## config.mk

```make
export PLATFORM = sky130hd
export DESIGN_NAME = alu_sequencer
export DESIGN_NICKNAME = d
export VERILOG_FILES = /design/src/rtl/alu_sequencer.sv
export SDC_FILE = /design/constraint.sdc
export NUM_CORES = 1
export LEC_CHECK = 0
export ABC_AREA = 1
export BUFFER_PORTS_ARGS = -buffer_cell sky130_fd_sc_hd__buf_4
export CAP_MARGIN = 20
export CELL_PAD_IN_SITES_DETAIL_PLACEMENT = 1
export CELL_PAD_IN_SITES_GLOBAL_PLACEMENT = 1
export CORE_AREA = 4 4 66 129
export DETAILED_ROUTE_END_ITERATION = 10
export DIE_AREA = 0 0 70 133
export PLACE_DENSITY_LB_ADDON = 0.1
export SYNTH_ARGS = -nofsm -noshare
export SYNTH_HDL_FRONTEND = slang
export SYNTH_SLANG_ARGS = --single-unit
```

## constraint.sdc

```tcl
create_clock -name clk -period 3.2 [get_ports clk]
set_clock_uncertainty 0.1 [all_clocks]
set_input_delay 0.64 -clock clk [delete_from_list [all_inputs] [get_ports clk]]
set_output_delay 0.64 -clock clk [all_outputs]
set_load 0.05 [all_outputs]
```

## src/rtl/alu_sequencer.sv

```systemverilog
// rtl/alu_sequencer.sv - execute-stage controller driving an external combinational ALU
module alu_sequencer #(
    parameter int NREGS  = 4,
    parameter int RIDX_W = 2
) (
    input  logic              clk,
    input  logic              rst_n,
    input  logic              instr_valid,
    output logic              instr_ready,
    input  logic [2:0]        instr_op,
    input  logic [RIDX_W-1:0] instr_rn,
    input  logic              instr_wb,
    input  logic              rf_we,
    input  logic [RIDX_W-1:0] rf_waddr,
    input  logic [7:0]        rf_wdata,
    input  logic              w_load,
    input  logic [7:0]        w_data,
    output logic [7:0]        Wreg_w,
    output logic [7:0]        Rn_w,
    output logic [2:0]        ALU_OP,
    input  logic [7:0]        ALUResult_w,
    input  logic              carryF_w,
    input  logic              zeroF_w,
    output logic [7:0]        w_q,
    output logic              carry_q,
    output logic              zero_q,
    output logic              done,
    output logic              busy
);

    typedef enum logic {
        S_IDLE = 1'b0,
        S_EXEC = 1'b1
    } state_t;

    state_t      state_q, state_d;
    logic [7:0]  w_d;
    logic [7:0]  wreg_q, wreg_d;
    logic [7:0]  rn_q, rn_d;
    logic [2:0]  op_q, op_d;
    logic        wb_q, wb_d;
    logic        carry_d, zero_d;
    logic        done_q, done_d;
    logic [7:0]  rf_q [NREGS];
    logic [7:0]  rf_d [NREGS];
    logic        accept;

    assign instr_ready = (state_q == S_IDLE) && !w_load;
    assign accept      = instr_valid && instr_ready;
    assign busy        = (state_q == S_EXEC);
    assign done        = done_q;
    assign Wreg_w      = wreg_q;
    assign Rn_w        = rn_q;
    assign ALU_OP      = op_q;

    // Register file next state: any cycle with rf_we writes one entry.
    always_comb begin
        for (int i = 0; i < NREGS; i++) begin
            rf_d[i] = rf_q[i];
        end
        if (rf_we) begin
            rf_d[rf_waddr] = rf_wdata;
        end
    end

    // Sequencer next state: operand capture on accept, W/flag update on EXEC exit.
    always_comb begin
        state_d = state_q;
        w_d     = w_q;
        wreg_d  = wreg_q;
        rn_d    = rn_q;
        op_d    = op_q;
        wb_d    = wb_q;
        carry_d = carry_q;
        zero_d  = zero_q;
        done_d  = 1'b0;
        case (state_q)
            S_IDLE: begin
                if (w_load) begin
                    w_d = w_data;
                end else if (accept) begin
                    wreg_d  = w_q;
                    // Same-edge register write bypasses into the operand latch.
                    rn_d    = (rf_we && (rf_waddr == instr_rn)) ? rf_wdata : rf_q[instr_rn];
                    op_d    = instr_op;
                    wb_d    = instr_wb;
                    state_d = S_EXEC;
                end
            end
            S_EXEC: begin
                carry_d = carryF_w;
                zero_d  = zeroF_w;
                if (wb_q) begin
                    w_d = ALUResult_w;
                end
                done_d  = 1'b1;
                state_d = S_IDLE;
            end
            default: begin
                state_d = S_IDLE;
            end
        endcase
    end

    // State and datapath registers.
    always_ff @(posedge clk or negedge rst_n) begin
        if (!rst_n) begin
            state_q <= S_IDLE;
            w_q     <= 8'h00;
            wreg_q  <= 8'h00;
            rn_q    <= 8'h00;
            op_q    <= 3'b000;
            wb_q    <= 1'b0;
            carry_q <= 1'b0;
            zero_q  <= 1'b0;
            done_q  <= 1'b0;
            for (int i = 0; i < NREGS; i++) begin
                rf_q[i] <= 8'h00;
            end
        end else begin
            state_q <= state_d;
            w_q     <= w_d;
            wreg_q  <= wreg_d;
            rn_q    <= rn_d;
            op_q    <= op_d;
            wb_q    <= wb_d;
            carry_q <= carry_d;
            zero_q  <= zero_d;
            done_q  <= done_d;
            for (int i = 0; i < NREGS; i++) begin
                rf_q[i] <= rf_d[i];
            end
        end
    end

endmodule

```

After elaboration in Yosys (flattened, before gate mapping)
Index checks and enable logic that the tools add are counted.
{"block": "op_classes", "n_eq_ne": 3, "magnitude_cmp": 3, "muxes": 14, "bitwise_logic": 4, "reduce_logical": 7}
{"cell": "2-to-1 mux 8 bit", "count": 6}
{"cell": "bitwise mux 32 bit", "count": 1}
{"cell": "binary-select mux 8 bit (select 2 bit)", "count": 1}
{"cell": "demux 8 bit (select 2 bit)", "count": 1}
{"cell": "case mux 8 bit (2 select lines)", "count": 1}
{"cell": "greater-or-equal comparator 3 bit, second input constant", "count": 2}
{"cell": "NOT 2 -> 3 bit", "count": 2}
{"cell": "logical AND 1 bit", "count": 4}
{"cell": "< comparator 3 x 1 -> 1 bit, second input constant", "count": 1}
{"cell": "2-to-1 mux 1 bit", "count": 3}
{"cell": "AND reduction 3 bit", "count": 1}
{"cell": "equality test 2 bit", "count": 1}
{"cell": "inequality test 2 x 1 -> 1 bit, second input constant", "count": 1}
{"cell": "inequality test 2 bit, second input constant", "count": 1}
{"cell": "NOT 1 bit", "count": 2}
{"cell": "case mux 1 bit (2 select lines)", "count": 1}
{"cell": "AND reduction 2 bit", "count": 1}
{"cell": "logical NOT 1 bit", "count": 1}
{"block": "word_totals", "in_bits": 39, "regBits": 64, "out_inout_bits": 32}

Longest topological paths before layout
Gate-level depths: netlist (run 1).
{"block": "depth", "word_depth": 6, "mapped_depth": 9, "mapped_depth_nobuf": 7}

Least setup slack after synthesis (run 1)
Ideal clock, no wire load.
{"block": "synth_timing", "path_kind": "register to output", "start": "reg state_q, in the netlist busy", "end": "out instr_ready", "setup_slack_ns": 1.423, "n_path_buf": 0, "arrival_time_ns": 1.037, "stages_incl_launch_ff": 2, "cell_sequence": "dfrtp_1 > nor2_4"}
{"block": "synth_between", "elab_chain_len": 2}
{"element": "start: declaration", "line_no": "36", "text": "state_t state_q, state_d;"}
{"element": "start signal: assignment", "line_no": "121", "text": "state_q <= state_d;"}
{"element": "NOT 1 bit (no line)"}
{"element": "logical AND 1 bit", "line_no": "48", "text": "assign instr_ready = (state_q == S_IDLE) && !w_load;"}
{"element": "end: declaration", "line_no": "9", "text": "output logic instr_ready,"}
No other way between the ends.

Worst setup path after layout (run 1)
Ends and elaborated chain as after synthesis.

==> qor.txt, run 1 <==
Antenna diode count - 0
Routed wire length on met2 - 4.655 mm
Clock Sinks - 64
Clk buf depth - 2
CP Data Required Time - 2.46 ns
Number of port buffers - 70
Cell Chain, Critical Path - nor2_4 > buf_4
Register clock-pin slew on the reported worst setup and hold paths - 0.05 ns
Comb power frac - 24.6%
Post-synth net total - 375
Outcome - finished clean
Place WS - 1.190 ns
Root buf cell - clkbuf_16
Die width - 70 um
Height of the die - 133 um
Vias per cell - 5.012
Hold_buf cts - 0
Initial Utilization - 38.82%
Slew Viols, Final - 0
Unrepaired setup endpoints after global routing - no
Yosys reg bits - 64
CTS tree - done
Sw frac - 32.63%
Area grow syn2layout - 28.15%
Vias in the first global route - 2778
Post-CTS Setup Bufs - 0
Row cnt - 45
Final Hold Fails - 0
PnR worst setup slack - 0.9371 ns
Avg Cell Area, Syn - 8.717 um2
First-pass GRT wire length - 13.76 mm
Initial antenna violation count - 0
Final GP Congestion - 0.7775
Clock network power share - 37.7%
Fraction of layout cells with a size suffix above 1 - 23.53%
Peak supply drop - 0.3182 mV
IO Pins - 71
Routed len/inst - 16.40 um
PostCTS Resize Cnt - 0
Core ar. - 0.007545 mm2
Critical Path Start Type - flop
Routed length on met1 - 2.988 mm
Via Count - 2516
Pwr/cell area - 728.2 mW/mm2
Later-pin clock latency in the skew report - 0.33 ns
Worst Setup End Kind - output pin
Sequential Power Share - 37.7%
Period minus WS final - 2.263 ns
Worst hold path class - in -> async
Post-Syn Area - 0.002929 mm2
Finish-stage setup viols - 0
Top sig layer - met4
Util after Layout - 49.75%
NetSw - 0.8920 mW
Worst EP arrival - 1.52 ns
Tcrit/Tclk final - 70.71%
Grt ovf - 0
Metal3 WL - 337 um
Worst setup path class - reg -> out
Worst path max stage delay - 0.84 ns
Max Fclk - 441.9 MHz
Largest net degree at the start of global routing - 65
Detail Placement HPWL - 5.866 mm
DR pass1 iterations - 4
Total power draw - 2.733 mW
DRC errors left - 0
Worst Max-Slew Pin Slew - 0.8312 ns
Post-Route Setup TNS - 0 ns
Max Cap Viol - 0
P_int - 1.841 mW
Nets - 442
Htree depth - 3
Synth warn - 0
Crit Path Max Fanout - 22
DRT Wirelength - 8.232 mm
Lkg Pwr - 1.932 nW
Synthesized instance count - 336
Yosys cell types - 19
Post-route ant nets - 0
Slew headroom - 44.59%
Full die area - 0.009310 mm2
CP max-delay cell - dfrtp_1
TritonCTS Buffers - 9
DRT iter0 DRCs - 130
Seq/Total Area, Yosys - 54.68%
GRT Util Overall - 19.15%
## logic make-up (layout without fill, tap and decap cells)
logic type | after synthesis | in the layout | share of synthesized area [%]
flops | 64 | 64 | 54.68
mux | 2 | 2 | 0.7688
buf+inv | 44 | 116 | 8.757
compound gates | 58 | 58 | 10.98
simple gates | 168 | 168 | 24.82
## per-layer routing
metal | track usage [%] | vias to the layer above
met3 | 5.551 | 16
met5 | 0 | -
met2 | 35.56 | 61
met1 | 19.03 | 1221
li1 | - | 1218
met4 | 8.955 | 0
## critical path, delay by kind of cell, from the launching register on
kind | cells | cell delay, ns
flops | 1 | 0.84
buf+inv | 1 | 0.23
simple gates | 1 | 0.12
## placed cells by master, fill, tap and decap left out
cell,synthesis,routed
clkbuf_1,0,1
clkbuf_8,0,4
a21oi_4,1,1
nand3_1,28,28
mux2_2,2,2
clkinv_2,1,2
inv_6,1,1
o211ai_1,8,8
nand2_2,2,2
o21ai_1,1,1
nand2_4,2,2
clkbuf_16,0,9
nand4_1,8,8
dfrtp_1,64,64
bufinv_16,0,1
o21ai_0,48,48
buf_4,2,70
nand3_4,1,1
nor2_4,1,1
nand2_1,126,126
inv_1,28,28
## stage by stage
step	hold slack, ns	instances	cell area (um2)
4_1_cts	0.3439	502	3754
3_3_place_gp	0.3668	486	3435
5_1_grt	0.3842	502	3754
2_1_floorplan	0.2444	336	2929
3_5_place_dp	0.3709	486	3435
6_report	0.3040	502	3754
## sequential cells by signal (all words and copies together), names as in the netlist
| signal | count |
|---|---|
| ALU_OP | 3 |
| Rn_w | 8 |
| Wreg_w | 8 |
| busy | 1 |
| carry_q | 1 |
| done | 1 |
| rf_q | 32 |
| w_q | 8 |
| wb_q | 1 |
| zero_q | 1 |
## power by group through the flow
stage	clock [mW]	combinational, mW	sequential, mW
global route	1.08	0.735	1.05
CTS	1.04	0.685	1.03
detailed placement	0	0.681	1.04
global placement	0	0.666	1.04
floorplan	0	0.216	1.27
finish	1.03	0.672	1.03
## area by class of cell
class | count | area, um2
Clock buffer | 14 | 284.0
Clock inverter | 2 | 35.03
Timing Repair Buffer | 70 | 525.5
Sequential cell | 64 | 1602
Multi-Input combinational cell | 228 | 1071
Fill cell | 932 | 3791
Tap cell | 94 | 117.6
Inverter | 30 | 118.9
## cell usage after synthesis, drive strengths merged
cell type / instances / area [um2]
o211ai: 8 / 60.06
clkinv: 1 / 5.000
nand3: 29 / 157.7
nand4: 8 / 50.05
nand2: 130 / 508.0
dfrtp: 64 / 1602
o21ai: 49 / 245.2
inv: 29 / 113.9
mux2: 2 / 22.52
nor2: 1 / 11.26
a21oi: 1 / 16.27
buf: 14 / 137.6
## worst paths after layout
check	start	to	slack, ns	depth (start not counted)
hold reg to reg	rf_q[11]$_DFFE_PN0P_	rf_q[11]$_DFFE_PN0P_	0.38	2
max in group asynchronous	rst_n	rf_q[2]$_DFFE_PN0P_	2.14	1
setup / recovery	busy$_DFF_PN0_	instr_ready	0.94	2
hold / removal	rst_n	rf_q[7]$_DFFE_PN0P_	0.30	1
min in group clk	rf_q[11]$_DFFE_PN0P_	rf_q[11]$_DFFE_PN0P_	0.38	2
setup reg to reg	busy$_DFF_PN0_	wb_q$_DFFE_PN0P_	1.26	5
Note: power is estimated with default switching activity, not from simulation.
==> run 2: changes to the inputs <==
- ABC_AREA: 1 -> 0
- CORE_AREA: 4 4 66 129 -> 4 4 67 131
- DIE_AREA: 0 0 70 133 -> 0 0 71 135
- clock period: 3.2 -> 2.05 ns (I/O delays scaled with it)
==> qor.txt, run 2 <==
Later-pin clock latency in the skew report - 0.32 ns (was 0.33 ns)
Clk buf depth - 2 (unchanged)
Post-Syn Area - 0.002953 mm2 (was 0.002929 mm2)
Max Fclk - 563.0 MHz
R2r worst-path depth - 3 (was 5)
Initial Utilization - 37.72% (was 38.82%)
Pwr/cell area - 1158 mW/mm2 (was 728.2 mW/mm2)
# fillers - 821 (was 932)
Most common cell after layout, fill and taps aside - buf_4 (was nand2_1)
CP top delay family - buffers and inverters (was flip-flops)
Synth top cells by count - dfrtp_1, mux2_2, nor2_1 (was nand2_1, dfrtp_1, o21ai_0)
Register clock-pin slew on the reported worst setup and hold paths - 0.05 ns (about the same)
Post-route ant nets - 0 (unchanged)
Clock Sinks - 64 (unchanged)
PnR worst setup slack - 0.2739 ns (was 0.9371 ns)
Row cnt - 46 (was 45)
Core ar. - 0.007828 mm2 (was 0.007545 mm2)
DR pass1 iterations - 4 (unchanged)
Vias in the first global route - 2251 (was 2778)
Lkg Pwr - 1.721 nW (was 1.932 nW)
Number of port buffers - 70 (unchanged)
Hold Path Stages - 2
Buffers & Inverters on Critical Path - 2 (was 1)
Root buf cell - clkbuf_16 (unchanged)
Routed len/inst - 18.53 um (was 16.40 um)
Full die area - 0.009585 mm2 (was 0.009310 mm2)
Die width - 71 um (was 70 um)
Area of the multi-input gates - 0.001257 mm2 (was 0.001071 mm2)
Worst Setup End Kind - output pin (unchanged)
Post-synth net total - 244 (was 375)
Yosys reg bits - 64 (unchanged)
Most frequent cells in the layout - buf_4, dfrtp_1, mux2_2 (was nand2_1, buf_4, dfrtp_1)
Worst setup path class - reg -> out (unchanged)
DRT iter0 DRCs - 75 (was 130)
Period minus WS final - 1.776 ns
GRT Util Overall - 16.35% (was 19.15%)
Outcome - finished clean (unchanged)
Critical Path Start Type - flop (unchanged)
Peak supply drop - 0.9197 mV (was 0.3182 mV)
Post-synth EDFFs - 0 (unchanged)
Total power draw - 4.530 mW (was 2.733 mW)
Largest register FFs - 32 (unchanged)
Via Count - 2046 (was 2516)
Post-CTS Setup Bufs - 0 (unchanged)
Fraction of layout cells with a size suffix above 1 - 54.70% (was 23.53%)
Largest area contributor in the netlist - dfrtp_1 (unchanged)
Tcrit/Tclk final - 86.64%
Register area - 0.001602 mm2 (unchanged)
Worst hold path class - in -> reg (was in -> async)
Initial antenna violation count - 0 (unchanged)
Grt ovf - 0 (unchanged)
CTS tree - done (unchanged)
Yosys cell types - 22 (was 19)
Slew Viols, Final - 0 (unchanged)
DRC errors left - 0 (unchanged)
Antenna diode count - 0 (unchanged)
Unrepaired setup endpoints after global routing - no (unchanged)
Htree depth - 3 (unchanged)
WP depth - 3 (was 2)
First-pass GRT wire length - 11.86 mm (was 13.76 mm)
Async S/R FF share, synth - 100.0% (unchanged)
Largest net degree at the start of global routing - 31 (was 65)
Prevailing post-synth register cell - dfrtp_1 (unchanged)
Count leader, synth - dfrtp_1 (was nand2_1)
Finish-stage setup viols - 0 (unchanged)
Max Cap Viol - 0 (unchanged)
Nets - 322 (was 442)
Area grow syn2layout - 32.50% (was 28.15%)
Detail Placement HPWL - 4.973 mm (was 5.866 mm)
Final GP Congestion - 0.7305 (was 0.7775)
Final Hold Fails - 0 (unchanged)
Seq/Total Area, Yosys - 54.24% (was 54.68%)
Worst EP arrival - 1.27 ns (was 1.52 ns)
Top reg by flops - rf_q (unchanged)
Height of the die - 135 um (was 133 um)
Post-Route Setup TNS - 0 ns (unchanged)
Worst path max stage delay - 0.40 ns (was 0.84 ns)
Avg Cell Area, Syn - 14.40 um2 (was 8.717 um2)
PostCTS Resize Cnt - 0 (unchanged)
Cell Chain, Critical Path - buf_4 > nor2_2 > buf_4 (was nor2_4 > buf_4)
CP dominant cell by count - buf_4
Slew headroom - 64.57% (was 44.59%)
Crit Path Max Fanout - 21 (was 22)
CP Data Required Time - 1.54 ns (was 2.46 ns)
DRT Wirelength - 7.096 mm (was 8.232 mm)
Synthesized instance count - 205 (was 336)
CP max-delay cell - dfrtp_1 (unchanged)
Top cells by area, synth - dfrtp_1, mux2_2, mux4_2 (was dfrtp_1, nand2_1, o21ai_0)
TritonCTS Buffers - 9 (unchanged)
Vias per cell - 5.342 (was 5.012)
Worst Max-Slew Pin Slew - 0.5314 ns (was 0.8312 ns)
Place WS - 0.3488 ns (was 1.190 ns)
Top cell type's share of synthesized area - 54.24% (was 54.68%)
Synth warn - 0 (unchanged)
IO Pins - 71 (unchanged)
-- run 2: changes by cell type in the layout (fill, tap and decap cells not counted), moves of 28 or more --
cell     change
mux2_2      +44
nand2_1    -126
o21ai_0     -48
inv_1       -28
nand3_1     -28
-- run 2: kinds of logic after synthesis --
| group | share of synthesized area, % |
|---|---|
| compound gates | 7.119 |
| xor+xnor | 2.203 |
| buf+inv | 3.474 |
| flops | 54.24 |
| mux | 26.36 |
| simple gates | 6.610 |
-- run 2: stage by stage --
stage	utilization (%)	hold slack, ns	instance area, um2	cells
2_1_floorplan	-	0.01441	2955	205
3_3_place_gp	45.75	0.2635	3581	367
3_5_place_dp	45.75	0.2732	3581	367
4_1_cts	49.98	0.2052	3913	383
5_1_grt	49.98	0.2138	3913	383
6_report	49.98	0.2178	3913	383
-- run 2: where the power goes --
part	internal, mW	switching [mW]
Clock	1.12	0.502
Combinational	0.505	0.735
Sequential	1.51	0.157
Total	3.14	1.39
-- run 2: final cells by class --
type                    instances  area share (%)
clock inverters                 3           1.663
inverters                       1         0.09594
well taps                      96           3.070
clock buffers                  12           6.556
multi-input cells             128           32.14
flip-flops and latches         64           40.93
repair buffers                 79           15.54
-- run 2: path summary, 6_finish.rpt --
| kind | startpoint | to | slack [ns] |
|---|---|---|---|
| max in group asynchronous | rst_n | w_q[0]$_DFFE_PN0P_ | 0.90 |
| worst min-delay path | zeroF_w | zero_q$_DFFE_PN0P_ | 0.22 |
| worst min register to register | rf_q[8]$_DFFE_PN0P_ | rf_q[8]$_DFFE_PN0P_ | 0.40 |
| worst max register to register | busy$_DFF_PN0_ | wb_q$_DFFE_PN0P_ | 0.56 |
| min in group asynchronous | rst_n | w_q[1]$_DFFE_PN0P_ | 0.46 |
| worst max-delay path | busy$_DFF_PN0_ | instr_ready | 0.27 |
-- run 2: per-layer routing --
layer / vias up / routed length, um / part of all wire (%) / GRT usage (%)
li1: 929 / - / - / -
met1: 1040 / 2788 / 39 / 19.86
met2: 59 / 3730 / 53 / 25.85
met3: 18 / 341 / 4.8 / 4.545
met4: 0 / 235 / 3.3 / 9.205
met5: - / 0 / 0 / 0
-- run 2: what timing repair did --
| item | in CTS | in global routing |
|---|---|---|
| hold buffers | 1 | 0 |
| hold endpoints to repair | 27 | 0 |
| endpoints found under the setup margin | 0 | 0 |
